File: src/rtl/inv_chain_pkg.sv
// Shared types and constants for the inverter-chain pulse sequencer.
//   state_t      : sequencer FSM states
//   SYNC_STAGES  : depth of the chain_out synchronizer
//   LAT_TIMEOUT  : latency code reported when a pulse sees no output edge
//                  (all-ones at the default 16-bit counter width)
package inv_chain_pkg;

   typedef enum logic [1:0] {
      ST_IDLE = 2'd0,
      ST_HIGH = 2'd1,
      ST_LOW  = 2'd2,
      ST_DONE = 2'd3
   } state_t;

   localparam int SYNC_STAGES = 2;
   localparam int LAT_W_DEF   = 16;
   localparam logic [LAT_W_DEF-1:0] LAT_TIMEOUT = '1;

endpackage

File: src/rtl/inv_chain_edge_sync.sv
// Synchronizer plus edge detector for the asynchronous chain output.
//   clk, rst_n : clock, asynchronous active-low reset
//   din        : asynchronous input (chain_out)
//   clr        : suppresses edge reporting this cycle (window start)
//   rise, fall : single-cycle synchronized edge strobes
module inv_chain_edge_sync
   import inv_chain_pkg::*;
(
   input  logic clk,
   input  logic rst_n,
   input  logic din,
   input  logic clr,
   output logic rise,
   output logic fall
);

   logic [SYNC_STAGES-1:0] sync_q;
   logic                   prev_q;
   logic                   sync_out;

   assign sync_out = sync_q[SYNC_STAGES-1];

   always_ff @(posedge clk or negedge rst_n) begin
      if (!rst_n) begin
         sync_q <= '0;
         prev_q <= 1'b0;
      end else begin
         sync_q <= {sync_q[SYNC_STAGES-2:0], din};
         prev_q <= sync_out;
      end
   end

   // An edge seen while clr is high belongs to the previous pulse window.
   assign rise = sync_out & ~prev_q & ~clr;
   assign fall = ~sync_out & prev_q & ~clr;

endmodule

File: src/rtl/inv_chain_pulse_seq.sv
// Pulse-train sequencer and rising-edge latency meter for an inverter chain.
//   cfg_width/cfg_gap/cfg_count : pulse high/low cycles (0 => 1), pulse count
//   start                       : run request, ignored while busy
//   busy, done                  : run in progress, end-of-run strobe
//   chain_in, chain_out         : registered drive, asynchronous return
//   meas_valid/idx/latency      : per-pulse result on the last LOW cycle
//   timeout_err                 : sticky per run, some pulse saw no edge
// Optional macro INV_CHAIN_PULSE_SEQ_FALL_MEAS_EN adds meas_fall_latency,
// the falling-edge latency measured from the first LOW cycle.
module inv_chain_pulse_seq
   import inv_chain_pkg::*;
#(
   parameter int CNT_W = 16,
   parameter int IDX_W = 8
) (
   input  logic             clk,
   input  logic             rst_n,
   input  logic [CNT_W-1:0] cfg_width,
   input  logic [CNT_W-1:0] cfg_gap,
   input  logic [IDX_W-1:0] cfg_count,
   input  logic             start,
   output logic             busy,
   output logic             done,
   output logic             chain_in,
   input  logic             chain_out,
   output logic             meas_valid,
   output logic [IDX_W-1:0] meas_idx,
   output logic [CNT_W-1:0] meas_latency,
`ifdef INV_CHAIN_PULSE_SEQ_FALL_MEAS_EN
   output logic [CNT_W-1:0] meas_fall_latency,
`endif
   output logic             timeout_err
);

   localparam logic [CNT_W-1:0] LAT_ONES = '1;

   state_t           state;
   logic [CNT_W-1:0] width_q, gap_q, phase_q;
   logic [IDX_W-1:0] count_q, idx_q;
   logic [CNT_W-1:0] lat_cnt, rise_cap, lat_hold;
   logic             got_rise;
   logic             first_high, high_end, last_low, final_pulse, launch;
   logic             enter_high, rise, fall, rise_hit, rise_miss, pulse_miss;
   logic [CNT_W-1:0] rise_res;

   assign first_high  = (state == ST_HIGH) && (phase_q == '0);
   assign high_end    = (state == ST_HIGH) && (phase_q == width_q - CNT_W'(1));
   assign last_low    = (state == ST_LOW) && (phase_q == gap_q - CNT_W'(1));
   assign final_pulse = (idx_q == count_q - IDX_W'(1));
   assign launch      = (state == ST_IDLE) && start && (cfg_count != '0);
   assign enter_high  = launch || (last_low && !final_pulse);

   inv_chain_edge_sync u_sync (
      .clk  (clk),
      .rst_n(rst_n),
      .din  (chain_out),
      .clr  (first_high),
      .rise (rise),
      .fall (fall)
   );

   // Rising-edge measurement: window is the whole HIGH+LOW span. An edge in
   // the last LOW cycle is folded in combinationally so it still counts.
   assign rise_hit  = rise && !got_rise && (state == ST_HIGH || state == ST_LOW);
   assign rise_miss = !got_rise && !rise_hit;
   assign rise_res  = got_rise ? rise_cap : (rise_hit ? lat_cnt : LAT_ONES);

   always_ff @(posedge clk or negedge rst_n) begin
      if (!rst_n) begin
         lat_cnt  <= '0;
         got_rise <= 1'b0;
         rise_cap <= '0;
      end else begin
         if (enter_high)             lat_cnt <= '0;
         else if (lat_cnt != LAT_ONES) lat_cnt <= lat_cnt + CNT_W'(1);
         if (enter_high)    got_rise <= 1'b0;
         else if (rise_hit) got_rise <= 1'b1;
         if (rise_hit) rise_cap <= lat_cnt;
      end
   end

`ifdef INV_CHAIN_PULSE_SEQ_FALL_MEAS_EN
   logic [CNT_W-1:0] fall_cnt, fall_cap, fall_hold, fall_res;
   logic             got_fall, fall_hit;

   // Falling-edge window is the LOW phase only; counter starts at LOW entry.
   assign fall_hit   = fall && !got_fall && (state == ST_LOW);
   assign fall_res   = got_fall ? fall_cap : (fall_hit ? fall_cnt : LAT_ONES);
   assign pulse_miss = rise_miss || (!got_fall && !fall_hit);
   assign meas_fall_latency = last_low ? fall_res : fall_hold;

   always_ff @(posedge clk or negedge rst_n) begin
      if (!rst_n) begin
         fall_cnt  <= '0;
         got_fall  <= 1'b0;
         fall_cap  <= '0;
         fall_hold <= '0;
      end else begin
         if (high_end)                  fall_cnt <= '0;
         else if (fall_cnt != LAT_ONES) fall_cnt <= fall_cnt + CNT_W'(1);
         if (high_end)      got_fall <= 1'b0;
         else if (fall_hit) got_fall <= 1'b1;
         if (fall_hit) fall_cap  <= fall_cnt;
         if (last_low) fall_hold <= fall_res;
      end
   end
`else
   logic unused_fall;
   assign unused_fall = fall;
   assign pulse_miss  = rise_miss;
`endif

   always_ff @(posedge clk or negedge rst_n) begin
      if (!rst_n) begin
         state       <= ST_IDLE;
         chain_in    <= 1'b0;
         width_q     <= CNT_W'(1);
         gap_q       <= CNT_W'(1);
         count_q     <= '0;
         phase_q     <= '0;
         idx_q       <= '0;
         lat_hold    <= '0;
         timeout_err <= 1'b0;
      end else begin
         case (state)
            ST_IDLE: if (start) begin
               width_q <= (cfg_width == '0) ? CNT_W'(1) : cfg_width;
               gap_q   <= (cfg_gap == '0) ? CNT_W'(1) : cfg_gap;
               count_q <= cfg_count;
               phase_q <= '0;
               idx_q   <= '0;
               if (cfg_count == '0) begin
                  state <= ST_DONE;
               end else begin
                  state       <= ST_HIGH;
                  chain_in    <= 1'b1;
                  timeout_err <= 1'b0;
               end
            end
            ST_HIGH: begin
               if (high_end) begin
                  state    <= ST_LOW;
                  chain_in <= 1'b0;
                  phase_q  <= '0;
               end else begin
                  phase_q <= phase_q + CNT_W'(1);
               end
            end
            ST_LOW: begin
               if (last_low) begin
                  lat_hold <= rise_res;
                  phase_q  <= '0;
                  if (pulse_miss) timeout_err <= 1'b1;
                  if (final_pulse) begin
                     state <= ST_DONE;
                  end else begin
                     state    <= ST_HIGH;
                     chain_in <= 1'b1;
                     idx_q    <= idx_q + IDX_W'(1);
                  end
               end else begin
                  phase_q <= phase_q + CNT_W'(1);
               end
            end
            default: state <= ST_IDLE;
         endcase
      end
   end

   assign busy         = (state != ST_IDLE);
   assign done         = (state == ST_DONE);
   assign meas_valid   = last_low;
   assign meas_idx     = idx_q;
   assign meas_latency = last_low ? rise_res : lat_hold;

endmodule

File: config.mk
export PLATFORM = sky130hd
export DESIGN_NAME = inv_chain_pulse_seq
export DESIGN_NICKNAME = d
export VERILOG_FILES = /design/src/rtl/inv_chain_pkg.sv /design/src/rtl/inv_chain_edge_sync.sv /design/src/rtl/inv_chain_pulse_seq.sv
export SDC_FILE = /design/constraint.sdc
export NUM_CORES = 1
export LEC_CHECK = 0
export CAP_MARGIN = 20
export CORE_UTILIZATION = 25
export CTS_CLUSTER_DIAMETER = 60
export DETAILED_ROUTE_END_ITERATION = 10
export PLACE_DENSITY_LB_ADDON = 0.05
export REMOVE_ABC_BUFFERS = 1
export SYNTH_ARGS = -nofsm -noshare
export SYNTH_HDL_FRONTEND = slang
export SYNTH_HIERARCHICAL = 1
export SYNTH_SLANG_ARGS = --single-unit
File: constraint.sdc
create_clock -name clk -period 4.5 [get_ports clk]
set_clock_uncertainty 0.2 [all_clocks]
set_input_delay 0.9 -clock clk [delete_from_list [all_inputs] [get_ports clk]]
set_output_delay 0.9 -clock clk [all_outputs]
set_load 0.05 [all_outputs]
==> metrics <==
worst-path fanout max=6; Leak Pwr=0.00395 uW; Clock Pin Slew Worst Setup and Hold Paths=0.07 ns; die width=166 um; Setup TNS=-0.0494 ns; failing checks=DRC, setup timing; max_slew headroom=51.8%; antenna violations before repair=0; HP Class=reg -> reg; CTS tree=built; # port buffers=72; vias in the first global route=5618; share of cells above drive strength 1=24.1%; Antenna Nets Post-Route=0; Seq pwr share=43.1%; first-pass GRT wire length=30900 um; CP startpoint kind=flop; final setup fails=8; outcome=complete, but fails checks; layout net count=819; Slew Limit Fails=0; CP Data Arrival Time=3.42 ns; HPWL Detailed=12500 um; upper clock frequency limit=0.221 GHz; row count=59; All-Layer GR Usage=14.3%; global placement routability congestion=0.806; Avg Vias per Cell=4.92; clock sinks=120; WS Path Type=reg -> out; total CTS buffers=17; Final Hold Fails=0; detailed-router iteration count before antenna repair=10; post-placement setup slack=0.106 ns; I/O pin cnt=73; CTS Hold Buffers Added=0; crit share post-route=100%; Sw Pwr=612 uW; FF-to-FF setup slack=0.77 ns; Slew @ Worst Pin=0.723 ns; clk buf depth=2; yosys warns=6; Worst Path Required=3.40 ns; Max-Cap Viols=0; die area=27500 um^2; worst skew pair latency=0.43 ns; DRC viols=10; RSZ-0062 raised after global routing=yes; final worst slack=-0.0159 ns; Syn Inst Count=675; peak supply drop=0.196 mV; Hold WS=0.149 ns; Worst setup startpoint=gap_q[1]; diode count=0; Final Cell Area=9170 um^2; pin count of the biggest net entering global routing=121; P per Cell Area=275 nW/um^2; Critical R2R Launch=width_q[0]; critical path endpoint category=output pin; P&R area growth vs syn=36.6%; Hold Path Origin=u_sync/sync_q[0]; Mapped Area=6710 um^2; area post-placement=7980 um^2; minimum clock period=4.52 ns; combinational power share=3.1%; Synth Area per Inst=9.94 um^2; internal power=1910 uW; post-layout util=35.0%; hold depth=0; Sw Share=24.3%; gr ovfl total=0; WL per Instance=16.7 um; htree depth=4; chip height=166 um; root buffer cell=clkbuf_16; via count=5471; Iter 0 DRT Violations=231; initial core utilization=25.6%; Clock Power Share=53.7%; wirelength, routed=18600 um; Core ar.=26200 um^2; Reg2Reg Depth=12
[routing by layer]
metal,vias to the layer above,wire length (um),GRT usage [%]
met3,10,574,3.24
met4,0,144,3.70
met2,89,8370,21.8
li1,2642,-,-
met5,-,0,0
met1,2730,9510,20.2
[placed cells by master (no fill, tap or decap), types with 16 or more instances in the layout]
| cell type | n |
|---|---|
| inv_1 | 16 |
| mux2_2 | 55 |
| buf_12 | 18 |
| a21oi_1 | 16 |
| xnor2_1 | 27 |
| o21ai_0 | 32 |
| dfrtp_1 | 118 |
| nand3_1 | 24 |
| o21ai_4 | 16 |
| nor2_1 | 48 |
| nor4_1 | 18 |
| buf_4 | 25 |
| clkbuf_16 | 17 |
| xor2_1 | 37 |
| clkdlybuf4s50_1 | 54 |
| nand2_1 | 27 |
| o22ai_1 | 19 |
[timing repair]
item	CTS	global route
buffers inserted	11	4
resized for setup	67	29
cloned	5	0
setup endpoints to repair	16	16
pin swaps	9	15
[worst max-delay path: stages, from the launching register on]
cell     delay, ns
dfrtp_1       0.40
inv_2         0.08
ha_4          0.13
or3b_4        0.38
or4_4         0.56
mux2i_1       0.21
a21oi_2       0.10
nor4_4        0.37
nand2_4       0.13
buf_6         0.17
buf_16        0.15
o21ai_4       0.16
buf_12        0.15
[per-stage QoR]
step,power [uW],instances
floorplan,1110,640
global placement,1190,1060
detailed placement,1190,1060
CTS,2570,1107
global route,2620,1111
finish,2520,1111
[registers in the layout, summed over array words and instances (netlist names)]
signal / flops
gap_q: 16
timeout_err: 1
got_rise: 1
width_q: 16
u_sync/sync_q: 2
state: 2
count_q: 8
meas_idx: 8
chain_in: 1
u_sync/prev_q: 1
phase_q: 16
rise_cap: 16
lat_cnt: 16
lat_hold: 16
[worst paths after layout]
| path | to |
|---|---|
| max | meas_latency[2] |
| min | u_sync/sync_q[1] |
| max reg2reg | phase_q[0] |
| min reg2reg | u_sync/sync_q[1] |
| max in group asynchronous | meas_idx[0] |
| min in group asynchronous | gap_q[2] |
[power by group through the flow]
| stage | sequential (uW) | clock (uW) | combinational (uW) |
|---|---|---|---|
| 6_report | 1090 | 1350 | 79.3 |
| 5_1_grt | 1090 | 1450 | 89.0 |
| 4_1_cts | 1090 | 1400 | 82.1 |
| 3_5_place_dp | 1110 | 0 | 80.9 |
| 3_3_place_gp | 1110 | 0 | 79.9 |
| 2_1_floorplan | 1110 | 0 | 8.48 |
[cell type report]
| cell class | count | area (um^2) |
|---|---|---|
| inverter | 19 | 71.3 |
| sequential | 120 | 3010 |
| clock inverter | 15 | 155 |
| tap | 335 | 419 |
| fill | 2617 | 17000 |
| multi-input combinational | 501 | 3840 |
| timing repair buffer | 104 | 1250 |
| clock buffer | 17 | 425 |
(Power assumes the default switching activity.)
